[config.mk]
export PLATFORM = sky130hd
export DESIGN_NAME = collision_score_unit_flat
export DESIGN_NICKNAME = d
export VERILOG_FILES = /design/src/rtl/collision_score_unit_if.sv /design/src/rtl/collision_score_unit.sv /design/src/flat_wrapper.sv
export SDC_FILE = /design/constraint.sdc
export NUM_CORES = 1
export LEC_CHECK = 0
export ABC_AREA = 0
export BUFFER_PORTS_ARGS = -buffer_cell sky130_fd_sc_hd__buf_4
export CORE_MARGIN = 1.5
export CORE_UTILIZATION = 60
export CTS_CLUSTER_SIZE = 30
export DETAILED_ROUTE_END_ITERATION = 8
export GPL_ROUTABILITY_DRIVEN = 0
export PLACE_DENSITY = 0.88
export SYNTH_ARGS = -nofsm -noshare
export SYNTH_HDL_FRONTEND = slang
export SYNTH_SLANG_ARGS = --single-unit
[constraint.sdc]
create_clock -name iClock -period 11.55 [get_ports iClock]
set_input_delay 2.8875 -clock iClock [delete_from_list [all_inputs] [get_ports iClock]]
set_output_delay 2.8875 -clock iClock [all_outputs]
set_load 0.01 [all_outputs]
[src/rtl/collision_score_unit_if.sv]
// Signal bundle between the pipe scroller / top-level FSM and the collision and score stage.
// The master drives the game inputs and reads back the registered results.
interface collision_score_unit_if;
    logic        [1:0]  iState;
    logic signed [16:0] iBirdY;
    logic signed [16:0] iPipe1X;
    logic signed [16:0] iPipe2X;
    logic signed [16:0] iPipe3X;
    logic signed [16:0] iPipe1Y;
    logic signed [16:0] iPipe2Y;
    logic signed [16:0] iPipe3Y;
    logic               oHit;
    logic               oDead;
    logic        [11:0] oScore;
    logic        [11:0] oHighScore;
    logic               oScoreTick;

    modport master (
        output iState, iBirdY,
        output iPipe1X, iPipe2X, iPipe3X,
        output iPipe1Y, iPipe2Y, iPipe3Y,
        input  oHit, oDead, oScore, oHighScore, oScoreTick
    );

    modport slave (
        input  iState, iBirdY,
        input  iPipe1X, iPipe2X, iPipe3X,
        input  iPipe1Y, iPipe2Y, iPipe3Y,
        output oHit, oDead, oScore, oHighScore, oScoreTick
    );
endinterface

[src/rtl/collision_score_unit.sv]
// Game-rule stage: detects bird collisions with pipes, ground and ceiling, keeps a
// saturating 3-digit BCD score of pipes cleared and the best score since reset.
module collision_score_unit #(
    parameter int BIRD_X          = 160,
    parameter int BIRD_W          = 34,
    parameter int BIRD_H          = 24,
    parameter int PIPE_WIDTH      = 52,
    parameter int PIPE_GAP_HEIGHT = 100,
    parameter int GROUND_Y        = 400
) (
    input logic                  iClock,
    input logic                  iReset,
    collision_score_unit_if.slave bus
);

    localparam logic signed [16:0] BirdXS   = signed'(17'(BIRD_X));
    localparam logic signed [16:0] BirdWS   = signed'(17'(BIRD_W));
    localparam logic signed [16:0] BirdHS   = signed'(17'(BIRD_H));
    localparam logic signed [16:0] PipeWS   = signed'(17'(PIPE_WIDTH));
    localparam logic signed [16:0] GapS     = signed'(17'(PIPE_GAP_HEIGHT));
    localparam logic signed [16:0] GroundS  = signed'(17'(GROUND_Y));

    typedef enum logic [1:0] {
        IDLE = 2'd0,
        PLAY = 2'd1,
        DEAD = 2'd2
    } stateT;

    stateT              stateQ, stateD;
    logic               hitQ, hitD;
    logic               deadQ, deadD;
    logic               tickQ, tickD;
    logic        [11:0] scoreQ, scoreD;
    logic        [11:0] highQ, highD;
    logic        [2:0]  passedQ, passedD;
    logic               overSeenQ;

    logic signed [16:0] pipeX [3];
    logic signed [16:0] pipeY [3];
    logic        [2:0]  pipeActive;
    logic        [2:0]  pipeHit;
    logic               boundaryHit;
    logic               anyCollision;
    logic        [2:0]  rising;
    logic        [1:0]  eventCount;
    logic               evaluate;
    logic               gameOverIn;
    logic        [11:0] scoreSum;

    assign pipeX[0]   = bus.iPipe1X;
    assign pipeX[1]   = bus.iPipe2X;
    assign pipeX[2]   = bus.iPipe3X;
    assign pipeY[0]   = bus.iPipe1Y;
    assign pipeY[1]   = bus.iPipe2Y;
    assign pipeY[2]   = bus.iPipe3Y;
    assign gameOverIn = bus.iState[1];

    // Adds 0..3 to a BCD score with decimal carry, pinning the result at 999.
    function automatic logic [11:0] bcdAddSat(input logic [11:0] value, input logic [1:0] inc);
        logic [4:0] ones;
        logic [4:0] tens;
        logic [4:0] hund;
        ones = {1'b0, value[3:0]} + {3'b000, inc};
        tens = {1'b0, value[7:4]};
        hund = {1'b0, value[11:8]};
        if (ones > 5'd9) begin
            ones = ones - 5'd10;
            tens = tens + 5'd1;
        end
        if (tens > 5'd9) begin
            tens = tens - 5'd10;
            hund = hund + 5'd1;
        end
        if (hund > 5'd9) begin
            return 12'h999;
        end
        return {hund[3:0], tens[3:0], ones[3:0]};
    endfunction

    // Geometry: all sums stay in signed 17-bit so pipes partly off-screen compare correctly.
    always_comb begin
        pipeActive = '0;
        pipeHit    = '0;
        for (int k = 0; k < 3; k++) begin
            pipeActive[k] = (pipeY[k] != '1);
            pipeHit[k]    = pipeActive[k]
                          && (pipeX[k] < BirdXS + BirdWS)
                          && (pipeX[k] + PipeWS > BirdXS)
                          && ((bus.iBirdY < pipeY[k]) || (bus.iBirdY + BirdHS > pipeY[k] + GapS));
        end
        boundaryHit  = (bus.iBirdY + BirdHS > GroundS) || (bus.iBirdY < 17'sd0);
        anyCollision = boundaryHit || (pipeHit != 3'b000);
    end

    // Passed flags track every state except idle, so a pipe already behind the bird
    // is not counted again when play resumes.
    always_comb begin
        passedD = passedQ;
        if (bus.iState == 2'd0) begin
            passedD = '0;
        end else begin
            for (int k = 0; k < 3; k++) begin
                if (pipeActive[k] && (pipeX[k] + PipeWS < BirdXS)) begin
                    passedD[k] = 1'b1;
                end else if (pipeX[k] >= BirdXS) begin
                    passedD[k] = 1'b0;
                end
            end
        end
        rising     = passedD & ~passedQ;
        eventCount = 2'(rising[0]) + 2'(rising[1]) + 2'(rising[2]);
    end

    always_comb begin
        stateD   = stateQ;
        hitD     = 1'b0;
        evaluate = 1'b0;
        if (bus.iState == 2'd0) begin
            stateD = IDLE;
        end else if ((stateQ == DEAD) || (bus.iState != 2'd1)) begin
            stateD = DEAD;
        end else begin
            evaluate = 1'b1;
            if (anyCollision) begin
                stateD = DEAD;
                hitD   = 1'b1;
            end else begin
                stateD = PLAY;
            end
        end
    end

    // A collision in the same cycle as a pass wins, so the score only moves on a clean cycle.
    always_comb begin
        scoreSum = bcdAddSat(scoreQ, eventCount);
        scoreD   = scoreQ;
        tickD    = 1'b0;
        deadD    = deadQ | hitD;
        if (bus.iState == 2'd0) begin
            scoreD = '0;
            deadD  = 1'b0;
        end else if (evaluate && !anyCollision && (scoreSum != scoreQ)) begin
            scoreD = scoreSum;
            tickD  = 1'b1;
        end
        highD = highQ;
        if (hitQ || (gameOverIn && !overSeenQ)) begin
            highD = (scoreQ > highQ) ? scoreQ : highQ;
        end
    end

    always_ff @(posedge iClock) begin
        if (iReset) begin
            stateQ    <= IDLE;
            hitQ      <= 1'b0;
            deadQ     <= 1'b0;
            tickQ     <= 1'b0;
            scoreQ    <= '0;
            highQ     <= '0;
            passedQ   <= '0;
            overSeenQ <= 1'b0;
        end else begin
            stateQ    <= stateD;
            hitQ      <= hitD;
            deadQ     <= deadD;
            tickQ     <= tickD;
            scoreQ    <= scoreD;
            highQ     <= highD;
            passedQ   <= passedD;
            overSeenQ <= gameOverIn;
        end
    end

    assign bus.oHit       = hitQ;
    assign bus.oDead      = deadQ;
    assign bus.oScore     = scoreQ;
    assign bus.oHighScore = highQ;
    assign bus.oScoreTick = tickQ;

endmodule

[src/flat_wrapper.sv]
// flat-port wrapper written by rule: the top's interface ports become plain ports
module collision_score_unit_flat 
#(
    parameter int BIRD_X          = 160,
    parameter int BIRD_W          = 34,
    parameter int BIRD_H          = 24,
    parameter int PIPE_WIDTH      = 52,
    parameter int PIPE_GAP_HEIGHT = 100,
    parameter int GROUND_Y        = 400
)
  (iClock, iReset, bus_iState, bus_iBirdY, bus_iPipe1X, bus_iPipe2X, bus_iPipe3X, bus_iPipe1Y, bus_iPipe2Y, bus_iPipe3Y, bus_oHit, bus_oDead, bus_oScore, bus_oHighScore, bus_oScoreTick);
  collision_score_unit_if bus_i ();
  input logic iClock;
  input logic iReset;
  input wire logic [$bits(bus_i.iState)-1:0] bus_iState;
  input wire logic [$bits(bus_i.iBirdY)-1:0] bus_iBirdY;
  input wire logic [$bits(bus_i.iPipe1X)-1:0] bus_iPipe1X;
  input wire logic [$bits(bus_i.iPipe2X)-1:0] bus_iPipe2X;
  input wire logic [$bits(bus_i.iPipe3X)-1:0] bus_iPipe3X;
  input wire logic [$bits(bus_i.iPipe1Y)-1:0] bus_iPipe1Y;
  input wire logic [$bits(bus_i.iPipe2Y)-1:0] bus_iPipe2Y;
  input wire logic [$bits(bus_i.iPipe3Y)-1:0] bus_iPipe3Y;
  output wire logic [$bits(bus_i.oHit)-1:0] bus_oHit;
  output wire logic [$bits(bus_i.oDead)-1:0] bus_oDead;
  output wire logic [$bits(bus_i.oScore)-1:0] bus_oScore;
  output wire logic [$bits(bus_i.oHighScore)-1:0] bus_oHighScore;
  output wire logic [$bits(bus_i.oScoreTick)-1:0] bus_oScoreTick;
  assign bus_i.iState = bus_iState;
  assign bus_i.iBirdY = bus_iBirdY;
  assign bus_i.iPipe1X = bus_iPipe1X;
  assign bus_i.iPipe2X = bus_iPipe2X;
  assign bus_i.iPipe3X = bus_iPipe3X;
  assign bus_i.iPipe1Y = bus_iPipe1Y;
  assign bus_i.iPipe2Y = bus_iPipe2Y;
  assign bus_i.iPipe3Y = bus_iPipe3Y;
  assign bus_oHit = bus_i.oHit;
  assign bus_oDead = bus_i.oDead;
  assign bus_oScore = bus_i.oScore;
  assign bus_oHighScore = bus_i.oHighScore;
  assign bus_oScoreTick = bus_i.oScoreTick;
  collision_score_unit #(.BIRD_X(BIRD_X), .BIRD_W(BIRD_W), .BIRD_H(BIRD_H), .PIPE_WIDTH(PIPE_WIDTH), .PIPE_GAP_HEIGHT(PIPE_GAP_HEIGHT), .GROUND_Y(GROUND_Y)) u_core (.iClock(iClock), .iReset(iReset), .bus(bus_i));
endmodule
Word level (Yosys, flattened, before mapping)

Cells that the tools add are included.

Add/sub/neg operators: 14
Magnitude comparators: 24
Equality and inequality tests: 6
Mux-type cells: 22
Bitwise logic cells: 3
Reductions and logical operators: 29

Operators by type and width:

| kind                                                                                  | number |
|---|---|
| 17-bit by 9-bit less-than comparator with 1-bit output (second input constant)        | 6 |
| 17-bit by 7-bit adder with 17-bit output (second input constant)                      | 3 |
| 17-bit by 8-bit adder with 17-bit output (second input constant)                      | 3 |
| 17-bit by 9-bit greater-or-equal comparator with 1-bit output (second input constant) | 3 |
| 17-bit > comparator                                                                   | 3 |
| 17-bit by 9-bit > comparator with 1-bit output (second input constant)                | 3 |
| 17-bit less-than comparator                                                           | 3 |
| 17-bit != test (second input constant)                                                | 3 |
| 12-bit 2-to-1 mux                                                                     | 2 |
| 17-bit by 6-bit adder with 17-bit output (second input constant)                      | 1 |
| 17-bit by 10-bit > comparator with 1-bit output (second input constant)               | 1 |
| 17-bit by 1-bit less-than comparator with 1-bit output (second input constant)        | 1 |
| 5-bit by 4-bit > comparator with 1-bit output (second input constant)                 | 3 |
| 1-bit logical AND                                                                     | 15 |
| 1-bit 2-to-1 mux                                                                      | 13 |
| 12-bit > comparator                                                                   | 1 |
| 12-bit != test                                                                        | 1 |
| 4-bit by 1-bit adder with 5-bit output (second input constant)                        | 2 |
| 5-bit 2-to-1 mux                                                                      | 2 |
| 4-bit 2-to-1 mux                                                                      | 2 |
| 4-bit subtractor (second input constant)                                              | 2 |
| 1-bit logical OR                                                                      | 7 |
| 4-bit by 2-bit adder with 5-bit output                                                | 1 |
| 2-bit 2-to-1 mux                                                                      | 2 |
| other kinds (14)                                                                      | 15 |

Register bits after elaboration: 33
Bits of input ports: 123
Logic and storage cells: 107

Depth between registers and ports, before layout

Gate-level depths: netlist of the first run.

Depth after elaboration: 19
Gate-level depth with buffers: 28

Least setup slack after synthesis of the first run

No wires, ideal clock.

Kind: input -> register
Start point: input bus_iPipe2X[15]
End point: register u_core.scoreQ[9], in the netlist u_core.bus.oScore[9]
Setup time: 70 ps
Data arrival time: 8231 ps
Path slack: 3248 ps
Stages on the path: 27
Path through: nor4_1 nand2_1 a311oi_1 nor3_1 o21a_1 nor3_1 fa_1 ha_1 fa_1 xor2_2 inv_1 ha_1 a211oi_2 o31a_1 buf_2 nor2_1 xnor2_1 ha_1 o2bb2ai_1 mux2i_1 o221ai_1 mux2i_1 o2111ai_1 o31ai_2 buf_2 o21ai_1 a21oi_1

Word-level cells in the longest chain between the ends: 18
Elaborated cells on any way between the ends: 33
Classes of those cells: add/sub: 6; order compare: 7; eq/ne: 1; mux: 9; bitwise: 1; reduce/logical: 9

Ends and longest elaborated chain:

| item                                                   | line                                                    | RTL |
|---|---|---|
| start, declared                                        | flat_wrapper.sv:18                                      | `input wire logic [$bits(bus_i.iPipe2X)-1:0] bus_iPipe2X;` |
| 17-bit by 7-bit adder with 17-bit output               | collision_score_unit.sv:88, collision_score_unit.sv:103 |  |
| 17-bit by 9-bit less-than comparator with 1-bit output | collision_score_unit.sv:103                             | `if (pipeActive[k] && (pipeX[k] + PipeWS < BirdXS)) begin` |
| 1-bit logical AND                                      | collision_score_unit.sv:103                             |  |
| 1-bit 2-to-1 mux                                       | collision_score_unit.sv:103                             |  |
| 3-bit 2-to-1 mux                                       | collision_score_unit.sv:99                              | `if (bus.iState == 2'd0) begin` |
| 3-bit AND                                              | collision_score_unit.sv:110                             | `rising = passedD & ~passedQ;` |
| 1-bit by 1-bit adder with 2-bit output                 | collision_score_unit.sv:111                             | `eventCount = 2'(rising[0]) + 2'(rising[1]) + 2'(rising[2]);` |
| 2-bit by 1-bit adder with 2-bit output                 | collision_score_unit.sv:111                             |  |
| (+2 left out)                                          | n/a                                                     |  |
| 5-bit 2-to-1 mux                                       | collision_score_unit.sv:66                              | `if (ones > 5'd9) begin` |
| 5-bit by 4-bit > comparator with 1-bit output          | collision_score_unit.sv:70                              | `if (tens > 5'd9) begin` |
| 5-bit 2-to-1 mux                                       | collision_score_unit.sv:70                              |  |
| 5-bit by 4-bit > comparator with 1-bit output          | collision_score_unit.sv:74                              | `if (hund > 5'd9) begin` |
| 1-bit 2-to-1 mux                                       | collision_score_unit.sv:74                              |  |
| 12-bit 2-to-1 mux                                      | collision_score_unit.sv:77                              | `return {hund[3:0], tens[3:0], ones[3:0]};` |
| 12-bit != test                                         | collision_score_unit.sv:142                             | `end else if (evaluate && !anyCollision && (scoreSum != scoreQ)) begin` |
| 1-bit logical AND                                      | collision_score_unit.sv:142                             |  |
| end signal, assigned                                   | collision_score_unit.sv:167                             | `scoreQ <= scoreD;` |
| end, declared                                          | collision_score_unit.sv:33                              | `logic [11:0] scoreQ, scoreD;` |

Parallel ways exist; a longest one is shown, timed or not.
A chain may end at the register's enable or synchronous reset.

Final worst setup path of the first run

Start point: input bus_iPipe2X[15]
End point: register u_core.scoreQ[4], in the netlist u_core.bus.oScore[4]

The elaborated chain is that of the path after synthesis.

==> results of run 1 <==
[kinds of logic after synthesis]
family | after synthesis
adders and majority gates | 120
buffers and inverters | 107
xor gates and xnor gates | 54
and+or+nand+nor | 281
AOI/OAI and AO/OA | 197
muxes | 20
DFF | 33
[power breakdown]
group          internal, mW  leakage, nW  switching [mW]
logic                0.0938         3.16           0.110
clock network        0.0703       0.0585          0.0443
registers             0.115        0.267        0.000662
[synth_stat cells (all sizes together), types with 4 or more instances]
cell type  instances  area share [%]
clkbuf             8            0.49
o31a               4            0.57
dfxtp             33              11
a211oi             5            0.69
nor2b             10             1.0
ha               118              24
o2111ai            8             1.1
a21oi             41             3.3
a21boi             5            0.61
nand2             43             2.6
nand2b            12             1.3
a31oi              8            0.81
a2111oi            6             1.2
o21a              11             1.3
nor2              56             3.4
o31ai              4            0.65
o21ai             31             2.5
or2                4            0.41
o41ai              6            0.85
inv               90             5.5
nor4              20             2.1
mux2i             20             3.3
nand4             35             3.7
nor3              27             2.2
nand3             41             3.3
or4                7            0.85
and3               9            0.92
a211o              4            0.57
or3                4            0.41
a21o              31             3.8
o211ai            10             1.2
xor2               5            0.83
xnor2             49             7.0
buf                9            0.69
[metrics by stage]
step | total power, mW | cell area (sq um)
2_1_floorplan | 0.238 | 6150
3_3_place_gp | 0.312 | 7360
3_5_place_dp | 0.317 | 7360
4_1_cts | 0.432 | 7480
5_1_grt | 0.463 | 7480
6_report | 0.434 | 7480
[layer usage]
metal / up-vias / global-route usage [%] / routed length, um
li1: 3309 / - / -
met1: 3083 / 39.9 / 7420
met2: 277 / 58.0 / 8770
met3: 60 / 4.32 / 1350
met4: 0 / 14.2 / 738
met5: - / 0 / 0
[cell type report]
type,count,area share (%)
multi-input combinational,672,67.9
timing repair buffer,149,15.0
sequential,33,8.83
inverter,90,4.52
tap,133,2.22
clock buffer,7,1.15
clock inverter,1,0.401
[flip-flops by register name, indices dropped and copies added, names as in the netlist]
signal                 cells
u_core.bus.oScoreTick      1
u_core.bus.oDead           1
u_core.bus.oScore         12
u_core.bus.oHit            1
u_core.overSeenQ           1
u_core.bus.oHighScore     12
u_core.stateQ              2
u_core.passedQ             3
[worst max path at each step]
stage | start | end | slack, ps
after global routing | bus_iPipe1X[11] | u_core.bus.oScore[10] | 1320
after global placement | bus_iPipe1X[15] | u_core.bus.oScore[4] | 1970
after detailed placement | bus_iPipe1X[15] | u_core.bus.oScore[4] | 1710
after CTS | bus_iPipe1X[15] | u_core.bus.oScore[4] | 1960
after floorplan | bus_iPipe2X[15] | u_core.bus.oScore[9] | 3250
final | bus_iPipe2X[15] | u_core.bus.oScore[4] | 1850
[worst max-delay path, cell delays in order]
cell and delay [ps]:
buf_4 110, nor4_1 340, nand2_1 140, a311oi_1 310, nor3_1 100, o21a_1 190, nor3_1 210, fa_1 460
ha_1 250, fa_1 510, xor2_2 250, inv_1 90, ha_1 200, a211oi_2 350, o31a_1 480, o211ai_1 200
nand4_2 350, mux2i_1 160, o31a_1 400, nor2b_1 510, mux2i_1 270, o31ai_2 780, a21oi_1 90, o221a_1 260
==> reports/metrics.cfg, run 1 <==
[finish]
regArea_sq_um=661
multi_input_area_sq_mm=0.00508
syn_to_final_growth_pct=21.6
antenna_cells=0
nFillCells=812
nets=1194
final_cell_mix=149 x buf_4, 118 x ha_1, 90 x inv_1
drive_above_1_share_pct=17.8
final_common_cell=buf_4
fin_util_pct=75.8
stdcell_count=1085

[clocking]
post_cts_resized=0
cts_tree=done
clkSinkCount=33
worstSkewPairLatency_ps=290
clock-root-buffer=clkbuf_8
clk_pin_slew_ps=70
postCtsHoldBufs=0
clock_path_buffers=2
cts_setup_buffers=0
numCtsBuffers=5
htreeDepth=2

[timing]
setup_tns_ps=0
finalMaxSlewViolations=0
finalSetupViolCount=0
rsz0062_at_grt=false
max_freq_mhz=103
worst_pin_slew_ps=908
final.period_utilization_pct=84.0
hold_violations=0
setup_slack_ps=1850
relSlewSlack_pct=39.1
holdWs_ps=454
fin_skew_ps=5.34
period_needed_ps=9700

[logic_synthesis]
synth_edf_count=0
synth_mux_area_share_pct=3.25
synth_area_sq_mm=0.00615
ys_seq_area_share_pct=10.7
synth-main-ff-cell=dfxtp_1
yosys.area_share.adder_pct=24.7
synthXorXnorAreaFrac_pct=7.81
yosys.area_share.simple_pct=24.0
netlist_instances=812
syn_area_per_cell_sq_um=7.57
ys_types=68
synthArstFlopShare_pct=0
yosys_warnings=0
synth_compound_area_share_pct=22.9
synth_fp_nets=1055
ys_seq_elements=33
synth_top_family_by_area=adder cells

[worst_setup_path]
startpoint_type=primary input
r2r_slack_ps=4960
r2r_start=u_core.passedQ[0]
cp_data_arrival_time_ps=9890
crit_path_end_kind=flip-flop
ff2ff_path_depth=20
worstPathRequired_ps=11740
cp_max_fo=17
r2r-end=u_core.bus.oScore[4]
path_class=in2reg

[global_route]
antenna_found_initial=0
grt_max_degree=18
grt_pass1_vias=6434
grt_pass1_wl_mm=29.6
gr-usage-all-layers_pct=32.9
grt.overflow.total=0

[floorplan]
die_h_um=104
core_sq_mm=0.00986
io_pins=150
num_rows=36
start_util_pct=62.4
design.die.area_sq_mm=0.0109
die_w_um=104

[hold_path]
worstHoldPathCells=2
min_path_type=reg2reg
whs_endpoint=u_core.bus.oDead
hp-start=u_core.bus.oDead

[run_status]
status=completed

[drt]
drt_iter0_markers=297
finalWirelength_mm=18.3
drc=0
ant_nets=0
vias_per_cell=6.20
routedWlPerCell_um=16.8
num_vias=6729
firstDrtPassIters=4

[run]
drv_cap=0

[placement]
dpl.hpwl_mm=14.9
dpl.cell_count=1077
post-place-ws_ps=1710
portBuffers=149

[power]
ir_drop_uv=76.2
p_leak_nw=3.49
powerDensity_mw_per_mm2=58.0

(Power assumes the default switching activity.)
==> run 2, diff against run 1 <==
Settings changed: ABC_AREA 0 to 1, CORE_UTILIZATION 60 to 51, PLACE_DENSITY 0.88 to 0.79.
Clock period 11.55 ns to 7.9 ns, I/O delays scaled along.
==> run 2 against run 1 <==
  * Utilization down 12 points
  * Cell count up 27%
  * Routed wire length down 1.1%
  * Cell area up 8.0%
  * Sequential power up 74%
  * Hold slack better by 16 ps
  * Synthesized area up 7.7%
  * Setup slack worse by 1100 ps
  * Register-to-register slack worse by 1800 ps
==> reports/metrics.cfg, run 2 <==
[logic_synthesis]
yosys.area.top_type=ha_1
ys_types=48
synth_fp_nets=1297
synth.top_cell.area_share_pct=22.3
netlist_instances=1054
syn_area_per_cell_sq_um=6.29
ys_seq_area_share_pct=9.97
synth-main-ff-cell=dfxtp_1
synthArstFlopShare_pct=0
synth_area_sq_mm=0.00663
ys_top_cells_by_count=184 x inv_1, 184 x nand2_1, 118 x ha_1, 115 x nor2_1, 73 x nand3_1
yosys-top-cells-area=ha_1 22%, inv_1 10%, nand2_1 10%, dfxtp_1 10%, nor2_1 6.5%
ys_seq_elements=33
synth_edf_count=0
yosys_warnings=0

[drt]
vias_per_cell=5.26
num_vias=7229
finalWirelength_mm=18.1
drt_iter0_markers=460
routedWlPerCell_um=13.2
drc=0
firstDrtPassIters=5
ant_nets=0

[finish]
nets=1444
fin_util_pct=63.7
stdcell_count=1374
drive_above_1_share_pct=16.0
final_cell_mix=184 x inv_1, 184 x nand2_1, 151 x buf_4
final_area_sq_mm=0.00808
syn_to_final_growth_pct=21.9
antenna_cells=0

[worst_setup_path]
worstPathRequired_ps=8070
cp_max_fo=17
cpMaxStageDelayCell=fa_1
path_class=in2reg
slowest_delay_ps=520
cp_data_arrival_time_ps=7360
ff2ff_path_depth=25
startpoint_type=primary input
cp_common_cell=nand2_1
crit_path_end_kind=flip-flop

[power]
p_seq_share_pct=21.7
p_leak_nw=4.40
cellInternalPower_mw=0.561
ir_drop_uv=100
p_clk_share_pct=24.8
p_sw_mw=0.369
comb_power_share_pct=53.5
finalPower_mw=0.930
p_sw_share_pct=39.7
powerDensity_mw_per_mm2=115

[clocking]
cts_setup_buffers=0
htreeDepth=2
cts_tree=done
clock_path_buffers=2
clkSinkCount=33
worstSkewPairLatency_ps=280
clk_pin_slew_ps=50
post_cts_resized=0
clock-root-buffer=clkbuf_16
postCtsHoldBufs=0
numCtsBuffers=5

[hold_path]
min_path_type=reg2reg
worstHoldPathCells=2

[timing]
holdWs_ps=470
rsz0062_at_grt=false
setup_tns_ps=0
hold_violations=0
relSlewSlack_pct=53.2
finalSetupViolCount=0
setup_slack_ps=708
final.period_utilization_pct=91.0
fin_skew_ps=5.61
period_needed_ps=7190
max_freq_mhz=139
worst_pin_slew_ps=700
finalMaxSlewViolations=0

[floorplan]
die_w_um=117
core_sq_mm=0.0127
start_util_pct=52.3
die_h_um=117
num_rows=41
io_pins=150
design.die.area_sq_mm=0.0137

[run_status]
status=completed

[global_route]
grt_pass1_wl_mm=30.2
antenna_found_initial=0
grt.overflow.total=0
grt_max_degree=24
grt_pass1_vias=6701
gr-usage-all-layers_pct=27.2

[run]
drv_cap=0

[placement]
post-place-ws_ps=459
dpl.hpwl_mm=15.7
place_area_sq_mm=0.00790
portBuffers=149
dpl.cell_count=1366

[run 2: cell types whose count changed after synthesis, moves of 32 or more]
cell / change
nand2_1: +141
xnor2_1: -39
nor2_1: +59
inv_1: +94
xor2_1: +42
nand3_1: +32
[run 2: power groups by stage]
stage          registers, mW  logic, mW  clock network [mW]
3_3_place_gp           0.205      0.482                   0
2_1_floorplan          0.214      0.319                   0
4_1_cts                0.202      0.495               0.232
6_report               0.202      0.497               0.231
5_1_grt                0.204      0.577               0.241
3_5_place_dp           0.205      0.492                   0
[run 2: worst paths after layout]
kind,start,end,slack (ps)
worst max-delay path,bus_iPipe1X[3],u_core.bus.oScore[5],710
worst min-delay path,u_core.bus.oDead,u_core.bus.oDead,470
worst max register to register,u_core.passedQ[0],u_core.bus.oScore[5],3190
worst min register to register,u_core.bus.oDead,u_core.bus.oDead,470
[run 2: cell type report]
class                      instances  area, sq um
clock buffer                       6          139
timing repair buffer             151         1130
multi-input combinational        821         5180
sequential                        33          661
tap                              172          215
inverter                         189          712
clock inverter                     2         37.5
fill                            1216         4590
[run 2: worst max-delay path: cells and delay by family]
family,cells,cell delay (ps)
adders and majority gates,3,1190
and+or+nand+nor,22,2930
buffers and inverters,6,450
AOI/OAI and AO/OA,5,790
[run 2: kinds of logic after synthesis]
| logic type | share of synthesized area (%) |
|---|---|
| flip-flops | 9.97 |
| buffers and inverters | 11.9 |
| XOR/XNOR | 7.40 |
| adder cells (fa/ha/maj) | 22.9 |
| AO/OA/AOI/OAI | 14.0 |
| AND/OR/NAND/NOR | 33.9 |
[run 2: metal layers]
layer	vias up	GRT usage [%]	wire length, um
met3	39	2.83	751
li1	3806	-	-
met4	0	5.62	346
met5	-	0	0
met1	3189	34.4	8040
met2	195	49.9	8950
